[src/rtl/pipe_pkg.sv]
// Shared types and constants for the pipe_stage_reg family of stage-boundary registers.
// Purely declarative: no logic, no latency, no backpressure of its own.
package pipe_pkg;

  localparam int PIPE_DATA_W     = 32;
  localparam int PIPE_CTRL_W     = 8;
  localparam int PIPE_CTRL_MAX_W = 64;

  // Bubble control word; sliced down to the instance's CTRL_W.
  localparam logic [PIPE_CTRL_MAX_W-1:0] CTRL_NOP = '0;

  typedef enum logic [1:0] {
    PS_EMPTY = 2'd0,
    PS_ONE   = 2'd1,
    PS_TWO   = 2'd2
  } ps_state_t;

endpackage

[src/rtl/pipe_stage_slot.sv]
// One storage entry (valid, data, ctrl): load captures data_i/ctrl_i, clear drops the entry.
// Updates on the next clock edge. No backpressure: the owner decides when to load or clear.
module pipe_stage_slot
  import pipe_pkg::*;
#(
  parameter int DATA_W = PIPE_DATA_W,
  parameter int CTRL_W = PIPE_CTRL_W
) (
  input  logic              clk,
  input  logic              rst_n,
  input  logic              load_i,
  input  logic              clr_i,
  input  logic [DATA_W-1:0] data_i,
  input  logic [CTRL_W-1:0] ctrl_i,
  output logic              valid_o,
  output logic [DATA_W-1:0] data_o,
  output logic [CTRL_W-1:0] ctrl_o
);

  logic              valid_d, valid_q;
  logic [DATA_W-1:0] data_d,  data_q;
  logic [CTRL_W-1:0] ctrl_d,  ctrl_q;

  // Clear wins over load and leaves the payload in place.
  always_comb begin
    valid_d = valid_q;
    data_d  = data_q;
    ctrl_d  = ctrl_q;
    if (clr_i) begin
      valid_d = 1'b0;
      ctrl_d  = CTRL_NOP[CTRL_W-1:0];
    end else if (load_i) begin
      valid_d = 1'b1;
      data_d  = data_i;
      ctrl_d  = ctrl_i;
    end
  end

  always_ff @(posedge clk or negedge rst_n) begin
    if (!rst_n) begin
      valid_q <= 1'b0;
      data_q  <= '0;
      ctrl_q  <= '0;
    end else begin
      valid_q <= valid_d;
      data_q  <= data_d;
      ctrl_q  <= ctrl_d;
    end
  end

  assign valid_o = valid_q;
  assign data_o  = data_q;
  assign ctrl_o  = ctrl_q;

endmodule

[src/rtl/pipe_stage_reg.sv]
// Valid/ready pipeline register with flush; PIPE_STAGE_SKID_EN adds a skid slot and flopped in_ready.
// Latency 1 cycle, one entry per cycle; stall holds the head entry, in_ready drops when storage is full.
module pipe_stage_reg
  import pipe_pkg::*;
#(
  parameter int DATA_W = PIPE_DATA_W,
  parameter int CTRL_W = PIPE_CTRL_W
) (
  input  logic              clk,
  input  logic              rst,
  input  logic              flush,
  input  logic              in_valid,
  output logic              in_ready,
  input  logic [DATA_W-1:0] in_data,
  input  logic [CTRL_W-1:0] in_ctrl,
  output logic              out_valid,
  input  logic              out_ready,
  output logic [DATA_W-1:0] out_data,
  output logic [CTRL_W-1:0] out_ctrl
);

  ps_state_t         state_d, state_q;
  logic              in_fire, out_fire;
  logic              main_load, main_clr;
  logic [DATA_W-1:0] main_data_in;
  logic [CTRL_W-1:0] main_ctrl_in;

  assign in_fire  = in_valid & in_ready;
  assign out_fire = out_valid & out_ready;

`ifdef PIPE_STAGE_SKID_EN
  logic              skid_load, skid_clr, main_from_skid;
  logic              skid_valid;
  logic [DATA_W-1:0] skid_data;
  logic [CTRL_W-1:0] skid_ctrl;

  // The skid valid flop is high exactly in PS_TWO, so in_ready is flop-driven.
  assign in_ready     = !skid_valid;
  assign main_data_in = main_from_skid ? skid_data : in_data;
  assign main_ctrl_in = main_from_skid ? skid_ctrl : in_ctrl;

  pipe_stage_slot #(.DATA_W(DATA_W), .CTRL_W(CTRL_W)) u_skid (
    .clk     (clk),
    .rst_n   (rst),
    .load_i  (skid_load),
    .clr_i   (skid_clr),
    .data_i  (in_data),
    .ctrl_i  (in_ctrl),
    .valid_o (skid_valid),
    .data_o  (skid_data),
    .ctrl_o  (skid_ctrl)
  );
`else
  assign in_ready     = !out_valid | out_ready;
  assign main_data_in = in_data;
  assign main_ctrl_in = in_ctrl;
`endif

  pipe_stage_slot #(.DATA_W(DATA_W), .CTRL_W(CTRL_W)) u_main (
    .clk     (clk),
    .rst_n   (rst),
    .load_i  (main_load),
    .clr_i   (main_clr),
    .data_i  (main_data_in),
    .ctrl_i  (main_ctrl_in),
    .valid_o (out_valid),
    .data_o  (out_data),
    .ctrl_o  (out_ctrl)
  );

  always_comb begin
    state_d        = state_q;
    main_load      = 1'b0;
    main_clr       = 1'b0;
`ifdef PIPE_STAGE_SKID_EN
    skid_load      = 1'b0;
    skid_clr       = 1'b0;
    main_from_skid = 1'b0;
`endif
    // Flush discards whatever handshakes happen in the same cycle.
    if (flush) begin
      state_d  = PS_EMPTY;
      main_clr = 1'b1;
`ifdef PIPE_STAGE_SKID_EN
      skid_clr = 1'b1;
`endif
    end else begin
      unique case (state_q)
        PS_EMPTY: begin
          if (in_fire) begin
            main_load = 1'b1;
            state_d   = PS_ONE;
          end
        end
        PS_ONE: begin
          if (in_fire && out_fire) begin
            main_load = 1'b1;
          end else if (out_fire) begin
            main_clr = 1'b1;
            state_d  = PS_EMPTY;
`ifdef PIPE_STAGE_SKID_EN
          end else if (in_fire) begin
            skid_load = 1'b1;
            state_d   = PS_TWO;
`endif
          end
        end
        PS_TWO: begin
`ifdef PIPE_STAGE_SKID_EN
          if (out_fire) begin
            main_load      = 1'b1;
            main_from_skid = 1'b1;
            skid_clr       = 1'b1;
            state_d        = PS_ONE;
          end
`else
          state_d = PS_EMPTY;
`endif
        end
        default: state_d = PS_EMPTY;
      endcase
    end
  end

  always_ff @(posedge clk or negedge rst) begin
    if (!rst) begin
      state_q <= PS_EMPTY;
    end else begin
      state_q <= state_d;
    end
  end

endmodule

[config.mk]
export PLATFORM = sky130hd
export DESIGN_NAME = pipe_stage_reg
export DESIGN_NICKNAME = d
export VERILOG_FILES = /design/src/rtl/pipe_pkg.sv /design/src/rtl/pipe_stage_slot.sv /design/src/rtl/pipe_stage_reg.sv
export SDC_FILE = /design/constraint.sdc
export NUM_CORES = 1
export LEC_CHECK = 0
export CAP_MARGIN = 30
export CORE_UTILIZATION = 40
export CTS_CLUSTER_SIZE = 24
export DETAILED_ROUTE_END_ITERATION = 10
export GPL_ROUTABILITY_DRIVEN = 0
export PLACE_DENSITY = 0.87
export SLEW_MARGIN = 20
export SYNTH_ARGS = -nofsm -noshare
export SYNTH_HDL_FRONTEND = slang
export SYNTH_HIERARCHICAL = 1
export SYNTH_SLANG_ARGS = --single-unit
[constraint.sdc]
create_clock -name clk -period 4.9 [get_ports clk]
set_input_delay 0.735 -clock clk [delete_from_list [all_inputs] [get_ports clk]]
set_output_delay 0.735 -clock clk [all_outputs]
set_load 0.01 [all_outputs]
==> impl_table.tex, run 1 <==
\begin{tabular}{lr}
\hline
Metric & Value \\
\hline
\multicolumn{2}{l}{\textbf{Worst setup path}} \\
Top delay family on crit path & simple AND/OR/NAND/NOR gates \\
Arrival @ worst endpoint & 3.44 ns \\
Critical Path RT & 5.07 ns \\
R2R Path Start & u\_main/valid\_o\$\_DFFE\_PN0P\_ \\
Crit path cell chain & clkdlybuf4s50\_1, nand2\_1, o21ai\_1, and3b\_1, nor2b\_4, buf\_4, mux2\_4 \\
Critical path's largest stage delay & 0.87 ns \\
Count of cell instances traversed by the critical path & 7 \\
Critical path buffer and inverter count & 2 \\
Worst Setup SP & out\_ready \\
Worst setup SP type & input port \\
Category of the worst setup path capture point & register \\
Critical path fanouts, max & 25 \\
Destination of the worst register-to-register timing path & u\_main/data\_o[3]\$\_DFFE\_PN0P\_ \\
Cell depth of the worst flop-to-flop path & 6 \\
Critical path type & in -> reg \\
Slowest-stage cell, CP & sky130\_fd\_sc\_hd\_\_nor2b\_4 \\
Setup slack on the worst flop-to-flop path & 2.12 ns \\
\multicolumn{2}{l}{\textbf{Route}} \\
Vias per inst & 4.72 \\
Routed metal-1 wirelength & 1550 um \\
Number of iterations in the first detailed-routing pass & 4 \\
Detailed-routed wire length on met2 & 1870 um \\
Aggregate routed wire length & 3760 um \\
Top sig layer & met4 \\
Routed wire length per instance & 15.1 um \\
Antenna Nets Post-Route & 0 \\
DRC errors left & 0 \\
Total met3 wirelength after detailed routing & 282 um \\
Drt first-iter violations & a little under 70 \\
Number of vias in the routed layout & 1175 \\
\multicolumn{2}{l}{\textbf{Power and ir drop}} \\
Power per standard cell area & 395 mW/mm\^{}2 \\
Static leakage & 1.20 nW \\
Overall Power & 1.09 mW \\
IR drop worst, VDD & 181 uV \\
\multicolumn{2}{l}{\textbf{Clock tree}} \\
Maximum count of clock buffers along a single path & 2 \\
Htree depth & 2 \\
Cell at the root of the clock tree & sky130\_fd\_sc\_hd\_\_clkbuf\_8 \\
Clock-pin slew of the registers on the worst-case setup and hold paths & 0.08 ns \\
TritonCTS clock tree & yes \\
Clock latency at the later pin of the worst-skew pair & about 0.29 ns \\
Num CTS Buffers & 5 \\
Post-cts repair resize count & 0 \\
Post-CTS setup buffer count & 0 \\
Post-cts hold buffer count & 0 \\
Total clock sinks & 42 \\
\multicolumn{2}{l}{\textbf{Floorplan}} \\
Placeable core region & 0.00435 sq mm \\
Overall die height & 69.2 um \\
Core Rows & 24 \\
Num ports & just under 90 \\
Die X & 69.2 um \\
Die Footprint & between 0.004 and 0.005 sq mm \\
Initial cell density of the core & 41.5\% \\
\multicolumn{2}{l}{\textbf{STA}} \\
Worst slew margin relative to its limit & 37.8\% \\
Transition time of the tightest slew-check pin & 0.931 ns \\
Crit share post-route & 66.7\% \\
Final hold vios & 0 \\
Final-layout setup total negative slack & 0 ns \\
Fin crit period & 3.27 ns \\
Maximum operating frequency & slightly above 300 MHz \\
Setup Skew & 0.00317 ns \\
Setup violations, final & 0 \\
Post-route worst setup slack & $\sim$1.6 ns \\
Total count of max-transition violations in the final report & 0 \\
Setup repair after global routing missed its margin & false \\
\multicolumn{2}{l}{\textbf{Synth}} \\
Count of distinct cell types in the synthesized netlist & 16 \\
Post-synthesis net count & between 150 and 200 \\
Count of synthesis-stage warnings from yosys & 6 \\
Register bit total from synthesis & 42 \\
Combined area of all synthesized cells & 0.00181 sq mm \\
Gate Count Post-Synth & 107 \\
Portion of the post-synthesis area used by sequential elements & 58.2\% \\
Syn\_area\_per\_cell & 16.9 sq um \\
\multicolumn{2}{l}{\textbf{Run}} \\
Max Cap Viol & 0 \\
\multicolumn{2}{l}{\textbf{Run status}} \\
Run status & finished clean \\
\multicolumn{2}{l}{\textbf{Placed design}} \\
Quantity of I/O buffers inserted on ports & 86 \\
Place WS & 1.31 ns \\
Post-DP HPWL & 2750 um \\
\multicolumn{2}{l}{\textbf{Cells and area}} \\
Leading cell type in the layout, fill and taps excluded & sky130\_fd\_sc\_hd\_\_clkdlybuf4s50\_1 \\
Final layout net count & 241 \\
Antenna diode count & 0 \\
Layout cells sized above 1 & 23.9\% \\
Final cell utilization of the core & 63.6\% \\
Most frequent cells in the layout & sky130\_fd\_sc\_hd\_\_clkdlybuf4s50\_1, sky130\_fd\_sc\_hd\_\_dfrtp\_1, sky130\_fd\_sc\_hd\_\_mux2\_4, sky130\_fd\_sc\_hd\_\_nor2\_1 \\
Area added between synthesis and finish & 53.4\% \\
\multicolumn{2}{l}{\textbf{Global route}} \\
Maximum number of pins on one net before global-route repair & 43 \\
Via count of the first global-routing pass & 1269 \\
Antenna violations before repair & 0 \\
Total routing resource utilization after global routing & 16.9\% \\
Global-route wire length before repair & 6190 um \\
Total grt overflow & 0 \\
\multicolumn{2}{l}{\textbf{Hold path}} \\
Type of the worst min-delay path & in -> async \\
\hline
\end{tabular}
==> Yosys cell counts (all sizes together) <==
cell | count | area (sq um)
and3b | 1 | 8.76
a21oi | 1 | 8.76
a21o | 1 | 7.51
buf | 6 | 93.8
dfrtp | 42 | 1050
o21ai | 1 | 5.00
mux2i | 8 | 80.1
nand2b | 1 | 6.26
nor3 | 1 | 10.0
nor2 | 11 | 43.8
mux2 | 32 | 473
nand2 | 1 | 3.75
nor2b | 1 | 13.8
==> metal layers <==
metal / vias to the layer above / GRT usage, %
li1: 542 / -
met5: - / 0
met3: 6 / 6.98
met2: 51 / 27.3
met4: 0 / 5.44
met1: 576 / 20.5
==> state kept, by name, indices dropped and copies added (netlist names) <==
| signal | count |
|---|---|
| state_q | 1 |
| u_main/ctrl_o | 8 |
| u_main/data_o | 32 |
| u_main/valid_o | 1 |
==> stage by stage <==
stage / instances / area (sq um) / hold WS [ns]
CTS: 248 / 2750 / 0.512
detailed placement: 240 / 2640 / 0.491
floorplan: 107 / 1810 / 0.439
global route: 249 / 2770 / 0.358
finish: 249 / 2770 / 0.345
global placement: 240 / 2640 / 0.491
==> power by group <==
part           leakage, nW  switching, mW  internal (mW)
Clock               0.0575          0.110          0.142
Combinational        0.628          0.116          0.258
Sequential           0.517         0.0436          0.423
==> layout make-up <==
type	count	area (sq um)
Fill cell	323	1580
Sequential cell	42	1050
Clock buffer	8	110
Timing Repair Buffer	88	883
Tap cell	52	65.1
Multi-Input combinational cell	59	661
==> worst max path at each step <==
stage | end | slack, ns
CTS | u_main/data_o[3]$_DFFE_PN0P_ | 1.62
global route | u_main/data_o[30]$_DFFE_PN0P_ | 1.44
floorplan | u_main/data_o[0]$_DFFE_PN0P_ | 2.89
global placement | u_main/data_o[7]$_DFFE_PN0P_ | 1.39
detailed placement | u_main/data_o[3]$_DFFE_PN0P_ | 1.31
finish | u_main/data_o[3]$_DFFE_PN0P_ | 1.63
==> cells by family after synthesis <==
family,Yosys count,share of synthesized area (%)
compound gates,3,1.18
buf+inv,6,5.20
simple gates,16,4.78
flops,42,58.2
mux,40,30.6
No activity file was read; power rests on OpenSTA's default activity.
==> run 2: changes to the inputs <==
==> constraint.sdc (replaced) <==
create_clock -name clk -period 3.3 [get_ports clk]
set_input_delay 0.495 -clock clk [delete_from_list [all_inputs] [get_ports clk]]
set_output_delay 0.495 -clock clk [all_outputs]
set_load 0.01 [all_outputs]
==> impl_table.tex, run 2 (synthesized netlist as in run 1, its figures left out) <==
\begin{tabular}{lr}
\hline
Metric & Value \\
\hline
\multicolumn{2}{l}{\textbf{Run status}} \\
Run status & finished clean \\
\multicolumn{2}{l}{\textbf{Clock tree}} \\
Clock latency at the later pin of the worst-skew pair & 0.28 ns (about the same) \\
Num CTS Buffers & 5 (unchanged) \\
TritonCTS clock tree & yes \\
Htree depth & 2 (unchanged) \\
Clock-pin slew of the registers on the worst-case setup and hold paths & 0.07 ns (about the same) \\
Total clock sinks & 42 (unchanged) \\
Post-cts hold buffer count & 0 (unchanged) \\
Post-CTS setup buffer count & 0 (unchanged) \\
Post-cts repair resize count & 0 (unchanged) \\
Cell at the root of the clock tree & sky130\_fd\_sc\_hd\_\_clkbuf\_8 \\
Maximum count of clock buffers along a single path & 2 (unchanged) \\
\multicolumn{2}{l}{\textbf{STA}} \\
Crit share post-route & 70.8\% \\
Maximum operating frequency & approximately 430 MHz \\
Setup repair after global routing missed its margin & false \\
Total count of max-transition violations in the final report & 0 (unchanged) \\
Worst slew margin relative to its limit & 68.7\% (+31 points) \\
Hold Worst Slack & 0.0529 ns (-0.292 ns) \\
Final-layout setup total negative slack & 0 ns (unchanged) \\
Fin crit period & about 2.3 ns \\
Transition time of the tightest slew-check pin & 0.468 ns (-0.463 ns) \\
Setup Skew & 0.00430 ns (+0.00113 ns) \\
Setup violations, final & 0 (unchanged) \\
Final hold vios & 0 (unchanged) \\
\multicolumn{2}{l}{\textbf{Route}} \\
Routed metal-1 wirelength & 1620 um (+4.2\%) \\
Number of vias in the routed layout & 1158 (-1.4\%) \\
Drt first-iter violations & 48 (-30\%) \\
Detailed-routed wire length on met2 & 1730 um (-7.4\%) \\
Aggregate routed wire length & 3660 um (-2.6\%) \\
Vias per inst & 4.65 (-1.4\%) \\
Routed wire length per instance & 14.7 um (-2.6\%) \\
Top sig layer & met4 \\
Antenna Nets Post-Route & 0 (unchanged) \\
Total met3 wirelength after detailed routing & 258 um (-8.5\%) \\
DRC errors left & 0 (unchanged) \\
Number of iterations in the first detailed-routing pass & 4 (unchanged) \\
\multicolumn{2}{l}{\textbf{Floorplan}} \\
Overall die height & 69.2 um (unchanged) \\
Die X & 69.2 um (unchanged) \\
Num ports & 87 (unchanged) \\
Die Footprint & 0.00479 sq mm (unchanged) \\
Initial cell density of the core & 41.5\% (unchanged) \\
Core Rows & 24 (unchanged) \\
Placeable core region & 0.00435 sq mm (unchanged) \\
\multicolumn{2}{l}{\textbf{Power and ir drop}} \\
Power per standard cell area & 569 mW/mm\^{}2 (+44\%) \\
Overall Power & 1.57 mW (+43\%) \\
Static leakage & 1.20 nW (-0.31\%) \\
IR drop worst, VDD & 261 uV (+44\%) \\
\multicolumn{2}{l}{\textbf{Worst setup path}} \\
Critical Path RT & 3.47 ns (-1.60 ns) \\
Arrival @ worst endpoint & 2.50 ns (-0.94 ns) \\
Destination of the worst register-to-register timing path & u\_main/data\_o[13]\$\_DFFE\_PN0P\_ \\
R2R Path Start & u\_main/valid\_o\$\_DFFE\_PN0P\_ \\
Worst setup SP type & input port \\
Setup slack on the worst flop-to-flop path & 1.20 ns (-0.92 ns) \\
Category of the worst setup path capture point & register \\
Critical path fanouts, max & 13 (-48\%) \\
Cell depth of the worst flop-to-flop path & 6 (unchanged) \\
Critical path type & in -> reg \\
\multicolumn{2}{l}{\textbf{Placed design}} \\
Quantity of I/O buffers inserted on ports & 86 (unchanged) \\
Post-DP HPWL & 2670 um (-2.9\%) \\
\multicolumn{2}{l}{\textbf{Cells and area}} \\
Most frequent cells in the layout & sky130\_fd\_sc\_hd\_\_clkdlybuf4s50\_1, sky130\_fd\_sc\_hd\_\_dfrtp\_1, sky130\_fd\_sc\_hd\_\_mux2\_4, sky130\_fd\_sc\_hd\_\_nor2\_1, sky130\_fd\_sc\_hd\_\_mux2i\_1 \\
Area added between synthesis and finish & 52.7\% \\
Layout cells sized above 1 & 23.9\% (unchanged) \\
Max FFs per register & 32 (unchanged) \\
Antenna diode count & 0 (unchanged) \\
Leading cell type in the layout, fill and taps excluded & sky130\_fd\_sc\_hd\_\_clkdlybuf4s50\_1 \\
Final cell utilization of the core & 63.3\% (-0.29 points) \\
Final layout net count & 243 (+0.83\%) \\
\multicolumn{2}{l}{\textbf{Global route}} \\
Global-route wire length before repair & 5910 um (-4.6\%) \\
Total routing resource utilization after global routing & 15.9\% (-0.93 points) \\
Antenna violations before repair & 0 (unchanged) \\
Total grt overflow & 0 (unchanged) \\
Via count of the first global-routing pass & 1181 (-6.9\%) \\
Maximum number of pins on one net before global-route repair & 43 (unchanged) \\
\multicolumn{2}{l}{\textbf{Run}} \\
Max Cap Viol & 0 (unchanged) \\
\multicolumn{2}{l}{\textbf{Hold path}} \\
Type of the worst min-delay path & in -> async \\
\hline
\end{tabular}
-- run 2: metrics by stage --
step | worst slack, ns | std cells | instance area, sq um
final | 0.965 | 249 | 2760
after global routing | 0.872 | 249 | 2760
after CTS | 0.950 | 248 | 2740
after detailed placement | 0.653 | 242 | 2660
after global placement | 0.710 | 242 | 2660
after floorplan | 1.53 | 107 | 1810
-- run 2: how the worst max path moves through the flow --
stage | from | endpoint
6_report | in_valid | u_main/data_o[13]$_DFFE_PN0P_
5_1_grt | in_valid | u_main/data_o[13]$_DFFE_PN0P_
4_1_cts | in_valid | u_main/data_o[13]$_DFFE_PN0P_
3_5_place_dp | in_valid | u_main/data_o[13]$_DFFE_PN0P_
3_3_place_gp | in_valid | u_main/data_o[0]$_DFFE_PN0P_
2_1_floorplan | out_ready | u_main/data_o[0]$_DFFE_PN0P_
-- run 2: layout make-up --
class	instances	area, sq um
Tap cell	52	65.1
Fill cell	331	1600
Clock buffer	6	82.6
Timing Repair Buffer	90	898
Sequential cell	42	1050
Multi-Input combinational cell	59	661
-- run 2: metal layers --
metal	vias up	GRT usage, %
li1	546	-
met1	552	21.4
met2	53	24.1
met3	7	5.81
met4	0	5.22
met5	-	0
-- run 2: worst max-delay path: stages --
cell and delay (ns):
sky130_fd_sc_hd__clkdlybuf4s50_1 0.53, sky130_fd_sc_hd__nor2_2 0.07, sky130_fd_sc_hd__a21o_1 0.30, sky130_fd_sc_hd__nor2b_4 0.45
sky130_fd_sc_hd__buf_4 0.33, sky130_fd_sc_hd__mux2_4 0.33
-- run 2: report_power, final --
part           leakage [nW]  internal, mW  switching [mW]
Sequential            0.517         0.629          0.0667
Clock                0.0431         0.161           0.157
Combinational         0.639         0.384           0.170
